<file path="src/rtl/ila_dump.sv">
// ILA window dump: buffers one capture window, then streams header, count and payload bytes MSB first.
// All outputs registered; header is valid the cycle after the cap_last sample; bytes hold while out_ready is low.
module ila_dump #(
  parameter int         DATA_WIDTH = 64,
  parameter int         DEPTH_LOG2 = 4,
  parameter logic [7:0] HDR_BYTE   = 8'hA5
) (
  input  logic                  clk,
  input  logic                  rst,
  input  logic                  cap_valid,
  input  logic [DATA_WIDTH-1:0] cap_data,
  input  logic                  cap_last,
  output logic [7:0]            out_data,
  output logic                  out_valid,
  input  logic                  out_ready,
  output logic                  busy,
  output logic                  overflow,
  output logic                  frame_done
);
  localparam int DEPTH = 1 << DEPTH_LOG2;
  localparam int NB    = DATA_WIDTH / 8;
  localparam int BW    = (NB > 1) ? $clog2(NB) : 1;
  localparam int CW    = DEPTH_LOG2 + 1;
  localparam logic [CW-1:0] FULL      = CW'(DEPTH);
  localparam logic [BW-1:0] LAST_BYTE = BW'(NB - 1);

  typedef enum logic [2:0] {
    S_IDLE, S_CAPTURE, S_HDR, S_CNT, S_SEND, S_DONE
  } state_t;

  state_t                r_state, w_state_nxt;
  logic [DATA_WIDTH-1:0] r_mem [DEPTH];
  logic [CW-1:0]         r_count, w_count_nxt;
  logic [DEPTH_LOG2-1:0] r_rd_idx, w_rd_idx_nxt;
  logic [BW-1:0]         r_byte_idx, w_byte_idx_nxt;
  logic                  r_overflow, w_overflow_nxt;
  logic                  w_wr_en;
  logic [DEPTH_LOG2-1:0] w_wr_addr;
  logic                  w_hs, w_last_word;
  logic [DATA_WIDTH-1:0] w_rd_word;
  logic [7:0]            w_rd_byte;
  logic [7:0]            r_out_data, w_data_nxt;
  logic                  r_out_valid, w_valid_nxt;
  logic                  r_busy, w_busy_nxt;
  logic                  r_frame_done, w_done_nxt;

  assign w_hs        = r_out_valid & out_ready;
  assign w_last_word = ({1'b0, r_rd_idx} == (r_count - CW'(1)));

  always_comb begin
    w_state_nxt    = r_state;
    w_count_nxt    = r_count;
    w_rd_idx_nxt   = r_rd_idx;
    w_byte_idx_nxt = r_byte_idx;
    w_overflow_nxt = r_overflow;
    w_wr_en        = 1'b0;
    w_wr_addr      = '0;
    case (r_state)
      S_IDLE: begin
        if (cap_valid) begin
          w_wr_en        = 1'b1;
          w_count_nxt    = CW'(1);
          w_overflow_nxt = 1'b0;
          w_state_nxt    = cap_last ? S_HDR : S_CAPTURE;
        end
      end
      S_CAPTURE: begin
        if (cap_valid) begin
          if (r_count < FULL) begin
            w_wr_en     = 1'b1;
            w_wr_addr   = r_count[DEPTH_LOG2-1:0];
            w_count_nxt = r_count + CW'(1);
          end else begin
            w_overflow_nxt = 1'b1;
          end
          if (cap_last) w_state_nxt = S_HDR;
        end
      end
      S_HDR: if (w_hs) w_state_nxt = S_CNT;
      S_CNT: begin
        if (w_hs) begin
          w_state_nxt    = S_SEND;
          w_rd_idx_nxt   = '0;
          w_byte_idx_nxt = '0;
        end
      end
      S_SEND: begin
        if (w_hs) begin
          if (r_byte_idx == LAST_BYTE) begin
            w_byte_idx_nxt = '0;
            if (w_last_word) w_state_nxt = S_DONE;
            else             w_rd_idx_nxt = r_rd_idx + DEPTH_LOG2'(1);
          end else begin
            w_byte_idx_nxt = r_byte_idx + BW'(1);
          end
        end
      end
      S_DONE:  w_state_nxt = S_IDLE;
      default: w_state_nxt = S_IDLE;
    endcase
  end

  // Output registers are loaded from the next state so every output is a flop.
  assign w_rd_word = r_mem[w_rd_idx_nxt];

  always_comb begin
    w_rd_byte = '0;
    for (int b = 0; b < NB; b++)
      if (BW'(b) == w_byte_idx_nxt) w_rd_byte = w_rd_word[DATA_WIDTH-1-8*b -: 8];
  end

  always_comb begin
    w_data_nxt  = '0;
    w_valid_nxt = 1'b0;
    w_busy_nxt  = 1'b1;
    w_done_nxt  = 1'b0;
    case (w_state_nxt)
      S_IDLE: w_busy_nxt = 1'b0;
      S_HDR: begin
        w_valid_nxt = 1'b1;
        w_data_nxt  = HDR_BYTE;
      end
      S_CNT: begin
        w_valid_nxt = 1'b1;
        w_data_nxt  = 8'(w_count_nxt);
      end
      S_SEND: begin
        w_valid_nxt = 1'b1;
        w_data_nxt  = w_rd_byte;
      end
      S_DONE:  w_done_nxt = 1'b1;
      default: w_busy_nxt = 1'b1;
    endcase
  end

  always_ff @(posedge clk) begin
    if (rst && w_wr_en) r_mem[w_wr_addr] <= cap_data;
  end

  always_ff @(posedge clk) begin
    if (!rst) begin
      r_state      <= S_IDLE;
      r_count      <= '0;
      r_rd_idx     <= '0;
      r_byte_idx   <= '0;
      r_overflow   <= 1'b0;
      r_out_data   <= '0;
      r_out_valid  <= 1'b0;
      r_busy       <= 1'b0;
      r_frame_done <= 1'b0;
    end else begin
      r_state      <= w_state_nxt;
      r_count      <= w_count_nxt;
      r_rd_idx     <= w_rd_idx_nxt;
      r_byte_idx   <= w_byte_idx_nxt;
      r_overflow   <= w_overflow_nxt;
      r_out_data   <= w_data_nxt;
      r_out_valid  <= w_valid_nxt;
      r_busy       <= w_busy_nxt;
      r_frame_done <= w_done_nxt;
    end
  end

  assign out_data   = r_out_data;
  assign out_valid  = r_out_valid;
  assign busy       = r_busy;
  assign overflow   = r_overflow;
  assign frame_done = r_frame_done;
endmodule
</file>
<file path="config.mk">
export PLATFORM = sky130hd
export DESIGN_NAME = ila_dump
export DESIGN_NICKNAME = d
export VERILOG_FILES = /design/src/rtl/ila_dump.sv
export SDC_FILE = /design/constraint.sdc
export NUM_CORES = 1
export LEC_CHECK = 0
export BUFFER_PORTS_ARGS = -buffer_cell sky130_fd_sc_hd__buf_2
export CAP_MARGIN = 10
export CORE_MARGIN = 8
export CORE_UTILIZATION = 35
export DETAILED_ROUTE_END_ITERATION = 6
export PLACE_DENSITY = 0.61
export SYNTH_ARGS = -nofsm -noshare
export SYNTH_HDL_FRONTEND = slang
export SYNTH_SLANG_ARGS = --single-unit
export TNS_END_PERCENT = 20
</file>
<file path="constraint.sdc">
create_clock -name clk -period 10.1 [get_ports clk]
set_input_delay 1.01 -clock clk [delete_from_list [all_inputs] [get_ports clk]]
set_output_delay 1.01 -clock clk [all_outputs]
set_load 0.005 [all_outputs]
</file>
==> results of run 1 <==
[cell type report]
type | instances | area, um2 | share of cell area
sequential | 1051 | 31300 | 0.657
multi-input combinational | 1908 | 10100 | 0.212
clock buffer | 142 | 2890 | 0.0606
tap | 1612 | 2020 | 0.0423
timing repair buffer | 137 | 891 | 0.0187
clock inverter | 52 | 380 | 0.00798
inverter | 10 | 37.5 | 0.000788
antenna | 14 | 35.0 | 0.000735
[cells in the final DEF, fill, tap and decap left out, drive strengths merged, types with 19 or more instances in the layout]
master  instances
edfxtp       1024
nand2         845
nand3         513
clkbuf        142
buf           137
mux2i          65
and3           56
a31oi          40
a21oi          40
clkinv         39
a211oi         36
nor2           36
a311oi         33
nand4          31
nor3           29
dfxtp          27
o21ai          25
and2           19
[registers in the layout, indices dropped and copies added, names as in the netlist]
name	flops
frame_done	1
overflow	1
out_valid	1
r_count	5
r_mem	1024
out_data	8
r_byte_idx	3
r_rd_idx	4
r_state	3
busy	1
[per-layer routing]
metal	GRT usage	up-vias	wire, um
li1	-	11900	-
met2	0.290	1189	57600
met4	0.0579	6	3410
met5	0	-	40
met3	0.0329	199	9940
met1	0.236	13300	49200
[report_power, final]
part           total, uW  internal, uW  switching (uW)
combinational        136          31.0             105
sequential          4810          4800            7.66
clock               3740          2120            1620
[worst min path at each step]
| stage | start | to | slack [ns] |
|---|---|---|---|
| global placement | overflow | overflow | 0.51 |
| detailed placement | overflow | overflow | 0.52 |
| floorplan | overflow | overflow | 0.51 |
| finish | overflow | overflow | 0.53 |
| global route | overflow | overflow | 0.58 |
| CTS | overflow | overflow | 0.53 |
[cell usage after synthesis (all sizes together), types with 4 or more instances]
cell,number,area share
mux4,16,0.0085
a31oi,40,0.0059
buf,168,0.021
nand4,31,0.0046
a311oi,33,0.0072
or3,5,0.00074
nor4,4,0.00059
ha,6,0.0018
and3,56,0.0083
dfxtp,27,0.013
clkbuf,34,0.0030
o31a,4,0.00083
inv,10,0.00089
nand2,845,0.075
o21ai,25,0.0030
o31ai,4,0.00071
xnor2,4,0.00083
a211oi,36,0.0068
a22oi,11,0.0021
o22ai,9,0.0013
nor2,36,0.0032
nor3b,4,0.00098
nor3,29,0.0036
mux2i,65,0.015
a31o,5,0.0012
edfxtp,1024,0.73
a32oi,4,0.00083
a21oi,40,0.0048
a221oi,7,0.0014
and2,19,0.0028
nand3,513,0.061
a2111oi,11,0.0026
[tightest hold or removal path, cell delays in order (launching register included)]
cell,delay (ns)
dfxtp_1,0.31
a21oi_1,0.12
nor3b_1,0.06
[cell families (layout without fill, tap and decap cells)]
family,Yosys count,in the layout,share of synthesized area
adder cells (fa/ha/maj),6,6,0.00178
AND/OR/NAND/NOR,1560,1560,0.164
XOR/XNOR,6,6,0.00124
flip-flops,1051,1051,0.740
other,0,14,0
multiplexers,81,81,0.0239
AO/OA/AOI/OAI,255,255,0.0443
buffers and inverters,212,341,0.0245
[through the flow]
stage	power [uW]	std cells	utilization
floorplan	4940	3171	-
global placement	5030	4718	0.370
detailed placement	5030	4718	0.370
CTS	8740	4912	0.397
global route	8910	4916	0.397
finish	8680	4926	0.398
==> results.sh, run 1 <==
export IMPL_critPathRequiredTime_ns=10.65
export IMPL_period_share=0.590
export IMPL_final_max_slew_violation_count=0
export IMPL_drive_above_1_share=0.100
export IMPL_synth_seq_area_share=0.740
export IMPL_rows=127
export IMPL_setup_tns_final_ns=0
export IMPL_cts_tree="yes"
export IMPL_path_depth=15
export IMPL_synthArstFlopShare=0
export IMPL_cts_sinks=1051
export IMPL_antenna_found_initial=26
export IMPL_cp_top_family="simple AND/OR/NAND/NOR gates"
export IMPL_clk_path_buf_depth=3
export IMPL_grt_pass1_vias=25200
export IMPL_syn_cell_area_um2=42300
export IMPL_synth_seq_cells=1051
export IMPL_whs_path_depth=2
export IMPL_area_growth_pct=12.7
export IMPL_grt_first_pass_wirelength_mm=176
export IMPL_die_w_um=364
export IMPL_endpoint="out_data[4]"
export IMPL_clkLatencyLatePin_ns=0.68
export IMPL_dp_hpwl_mm=64.8
export IMPL_path_class="reg2reg"
export IMPL_fill_cells=11100
export IMPL_cellPowerDensity_nw_per_um2=182
export IMPL_grt_use_total=0.176
export IMPL_critPathSlowestCell="buf_4"
export IMPL_postSynthAreaPerCell_um2=13.3
export IMPL_cts_root_buf="clkbuf_16"
export IMPL_r2r_start="r_count[1]"
export IMPL_synth_edf_count=1024
export IMPL_status="finished clean"
export IMPL_maxSlewHeadroom=0.251
export IMPL_crit_fanout=53
export IMPL_hold_class="reg2reg"
export IMPL_finalSetupViolCount=0
export IMPL_start_util=0.353
export IMPL_reg2reg_to="out_data[4]"
export IMPL_hold_viol=0
export IMPL_skew_ns=0.0227
export IMPL_crit_path_end_kind="flop"
export IMPL_worstPathCellList="inv_1 -> ha_1 -> and3b_1 -> o211ai_1 -> a211o_1 -> a31o_4 -> and2_4 -> buf_4 -> nor3_1 -> buf_4 -> nand3_1 -> or4b_1 -> or4_1 -> a311oi_1 -> o21ai_1"
export IMPL_r2r_setup_slack_ns=4.14
export IMPL_postLayoutCellArea_um2=47600
export IMPL_drcViolationCount=0
export IMPL_cp_startpoint="r_count[1]"
export IMPL_cp_buffers_inverters=3
export IMPL_io_pins=81
export IMPL_io_buffers=80
export IMPL_clk_pin_slew_worst_paths_ns=0.06
export IMPL_synth_cell_types=76
export IMPL_drt_initial_drc_count=3008
export IMPL_drt_total_wl_mm=120
export IMPL_post_cts_setup_buffers=0
export IMPL_fmax_mhz=168
export IMPL_placed_area_um2=44300
export IMPL_yosysWarnings=0
export IMPL_fin_nets=3287
export IMPL_ant_nets=0
export IMPL_die_area_um2=132000
export IMPL_wl_per_cell_um=24.4
export IMPL_leakage_uw=0.0158
export IMPL_vias=26700
export IMPL_cts_resized=0
export IMPL_pre_cts_slack_ns=4.22
export IMPL_hold_ws_ns=0.529
export IMPL_timing_final_ws_setup_ns=4.14
export IMPL_reg2reg_depth=15
export IMPL_numCtsBuffers=104
export IMPL_gr_total_overflow=0
export IMPL_start_kind="flop"
export IMPL_syn_inst=3171
export IMPL_core_area_um2=120000
export IMPL_drv_cap=0
export IMPL_vias_per_cell=5.41
export IMPL_cts_hold_fix_buffers=0
export IMPL_synth_ff_type="edfxtp_1"
export IMPL_period_needed_ns=5.96
export IMPL_cp_slowest_stage_delay_ns=0.69
export IMPL_cts_max_level=3
export IMPL_ir_drop_uv=134
export IMPL_drt_first_pass_iters=6
export IMPL_worstPathArrival_ns=6.51
export IMPL_die_h_um=364
export IMPL_syn_nets=3246
export IMPL_grt_max_degree=182
export IMPL_rsz0062_at_grt="false"
export IMPL_gp_congestion=0.786
export IMPL_cp_common_cell="buf_4"
export IMPL_worst_slew_pin_slew_ns=1.12
Power figures use the tool's default switching activity.
==> run 2, diff against run 1 <==
--- a/config.mk
+++ b/config.mk
@@ -10,7 +10,7 @@
 export CORE_MARGIN = 8
 export CORE_UTILIZATION = 35
 export DETAILED_ROUTE_END_ITERATION = 6
-export PLACE_DENSITY = 0.61
+export PLACE_DENSITY = 0.62
 export SYNTH_ARGS = -nofsm -noshare
 export SYNTH_HDL_FRONTEND = slang
 export SYNTH_SLANG_ARGS = --single-unit
==> constraint.sdc (replaced) <==
create_clock -name clk -period 4.8 [get_ports clk]
set_input_delay 0.48 -clock clk [delete_from_list [all_inputs] [get_ports clk]]
set_output_delay 0.48 -clock clk [all_outputs]
set_load 0.005 [all_outputs]
==> run 2 against run 1 <==
Clock-buffer cell count decreased by 6. Fmax up 29%. Critical path depth stayed put. Clock power grew 120%. Sequential share of layout area down 1.6 points. Die area unchanged. Worst hold slack worse by 0.37 ns. Design area rose by 2.4%. Sequential cell count stayed put. Global-route usage up 0.56 points. Via count up 3.2%. Combinational power rose by 120%. Critical endpoint is now out_data[2].
==> results.sh, run 2 (synthesis gave the netlist of run 1 again) <==
export IMPL_status="finished clean"
export IMPL_leakage_uw=0.0164
export IMPL_vias=27500
export IMPL_rows=127
export IMPL_cts_tree="yes"
export IMPL_worst_slew_pin_slew_ns=1.07
export IMPL_placed_area_um2=45200
export IMPL_io_buffers=80
export IMPL_clkLatencyLatePin_ns=0.69
export IMPL_postLayoutCellArea_um2=48800
export IMPL_cts_root_buf="clkbuf_16"
export IMPL_io_pins=81
export IMPL_clk_pin_slew_worst_paths_ns=0.06
export IMPL_wl_per_cell_um=25.0
export IMPL_hold_ws_ns=0.162
export IMPL_cellPowerDensity_nw_per_um2=385
export IMPL_drt_total_wl_mm=125
export IMPL_die_area_um2=132000
export IMPL_maxSlewHeadroom=0.285
export IMPL_drt_first_pass_iters=5
export IMPL_ir_drop_uv=255
export IMPL_grt_first_pass_wirelength_mm=180
export IMPL_power_uw=18800
export IMPL_grt_use_total=0.182
export IMPL_dp_hpwl_mm=70.1
export IMPL_grt_pass1_vias=26300
export IMPL_gp_congestion=0.831
export IMPL_fmax_mhz=216
export IMPL_ant_nets=0
export IMPL_finalSetupViolCount=0
export IMPL_die_w_um=364
export IMPL_period_share=0.964
export IMPL_worstPathCellList="inv_1 -> ha_1 -> and3b_1 -> o211ai_1 -> a211o_4 -> nand4b_2 -> nand2_8 -> buf_4 -> nand3_1 -> a21oi_1 -> a2111oi_2 -> buf_4 -> a31oi_1 -> buf_4 -> o31a_1"
export IMPL_grt_max_degree=113
export IMPL_gr_total_overflow=0
export IMPL_start_util=0.353
export IMPL_drcViolationCount=0
export IMPL_vias_per_cell=5.51
export IMPL_final_core_util=0.407
export IMPL_cts_hold_fix_buffers=0
export IMPL_hold_viol=0
export IMPL_fill_cells=11000
export IMPL_skew_ns=0.0261
export IMPL_antenna_found_initial=24
export IMPL_cts_max_level=3
export IMPL_cts_sinks=1051
export IMPL_drv_cap=0
export IMPL_drt_initial_drc_count=3084
export IMPL_drive_above_1_share=0.123
export IMPL_cp_common_cell="buf_4"
export IMPL_area_growth_pct=15.4
export IMPL_final_max_slew_violation_count=0
export IMPL_worstPathArrival_ns=5.26
export IMPL_period_needed_ns=4.63
export IMPL_largest_register_ff_count=1024
export IMPL_critPathRequiredTime_ns=5.43
export IMPL_numCtsBuffers=108
export IMPL_start_kind="flop"
export IMPL_dp_cells=4790
export IMPL_path_class="reg2reg"
export IMPL_fin_cells=4997
export IMPL_clk_path_buf_depth=3
export IMPL_die_h_um=364
export IMPL_hold_class="in2reg"
export IMPL_layout_common_cells="edfxtp_1 (1024), nand2_1 (844), nand3_1 (511)"
export IMPL_crit_path_end_kind="flop"
export IMPL_core_area_um2=120000
export IMPL_critPathSlowestCell="a31oi_1"
export IMPL_regMostFlops="r_mem"
export IMPL_fin_nets=3366
export IMPL_crit_fanout=32
export IMPL_cp_slowest_stage_delay_ns=0.53
export IMPL_layout_commonest_cell="edfxtp_1"
[run 2: cell types whose count changed in the layout (fill, tap and decap cells not counted), moves of 2 or more]
cell       before  now
buf_4          52  101
buf_12          5   29
bufinv_16       5   13
diode_2        14    6
clkbuf_8        8    1
clkinv_8        0    4
clkinv_1       28   25
nor4_2          3    0
nor4_4          0    3
clkinv_2       11   13
inv_6           5    3
[run 2: repair_timing]
action,in CTS,in global routing
endpoints found under the setup margin,1,2
pin swaps,0,3
resized for setup,1,5
setup buffers,0,1
cloned,0,2
[run 2: cell type report]
cell class	instances	area, um2	area share
repair buffers	210	1740	0.0356
diodes	6	15.0	0.000308
multi-input cells	1910	10200	0.209
clock buffers	136	2820	0.0577
clock inverters	62	693	0.0142
inverters	10	37.5	0.000769
flip-flops and latches	1051	31300	0.641
well taps	1612	2020	0.0413
[run 2: report_power, final]
| part | total [uW] | switching, uW | internal (uW) | leakage, uW |
|---|---|---|---|---|
| clock network | 8370 | 3510 | 4850 | 0.00170 |
| registers | 10100 | 14.6 | 10100 | 0.00944 |
| logic | 296 | 228 | 68.4 | 0.00526 |
| total | 18800 | 3760 | 15000 | 0.0164 |
[run 2: critical path, delay by kind of cell, from the launching register on]
family / cells / cell delay (ns)
DFF: 1 / 0.47
buffers and inverters: 4 / 0.91
adders and majority gates: 1 / 0.27
and+or+nand+nor: 4 / 1.05
AOI/OAI and AO/OA: 6 / 1.84
[run 2: final timing paths]
kind / slack [ns] / endpoint / cells past startpoint / startpoint
hold / removal: 0.16 / r_mem[4][9] / 1 / cap_data[9]
setup reg to reg: 0.17 / out_data[2] / 15 / r_count[0]
setup / recovery: 0.17 / out_data[2] / 15 / r_count[0]
hold reg to reg: 0.53 / overflow / 2 / overflow
[run 2: layer usage]
| metal | vias up | wire (um) | GRT usage | part of all wire |
|---|---|---|---|---|
| li1 | 12100 | - | - | - |
| met1 | 13800 | 50400 | 0.243 | 0.40 |
| met2 | 1379 | 59300 | 0.297 | 0.47 |
| met3 | 226 | 11700 | 0.0375 | 0.093 |
| met4 | 12 | 3600 | 0.0581 | 0.029 |
| met5 | - | 77 | 0 | 0.00062 |
[run 2: per-stage QoR]
stage	setup WS (ns)	setup TNS (ns)
floorplan	-1.72	-927.70
global placement	-0.0463	-0.0463
detailed placement	-0.101	-0.101
CTS	0.0370	0
global route	-0.00311	-0.00311
finish	0.172	0
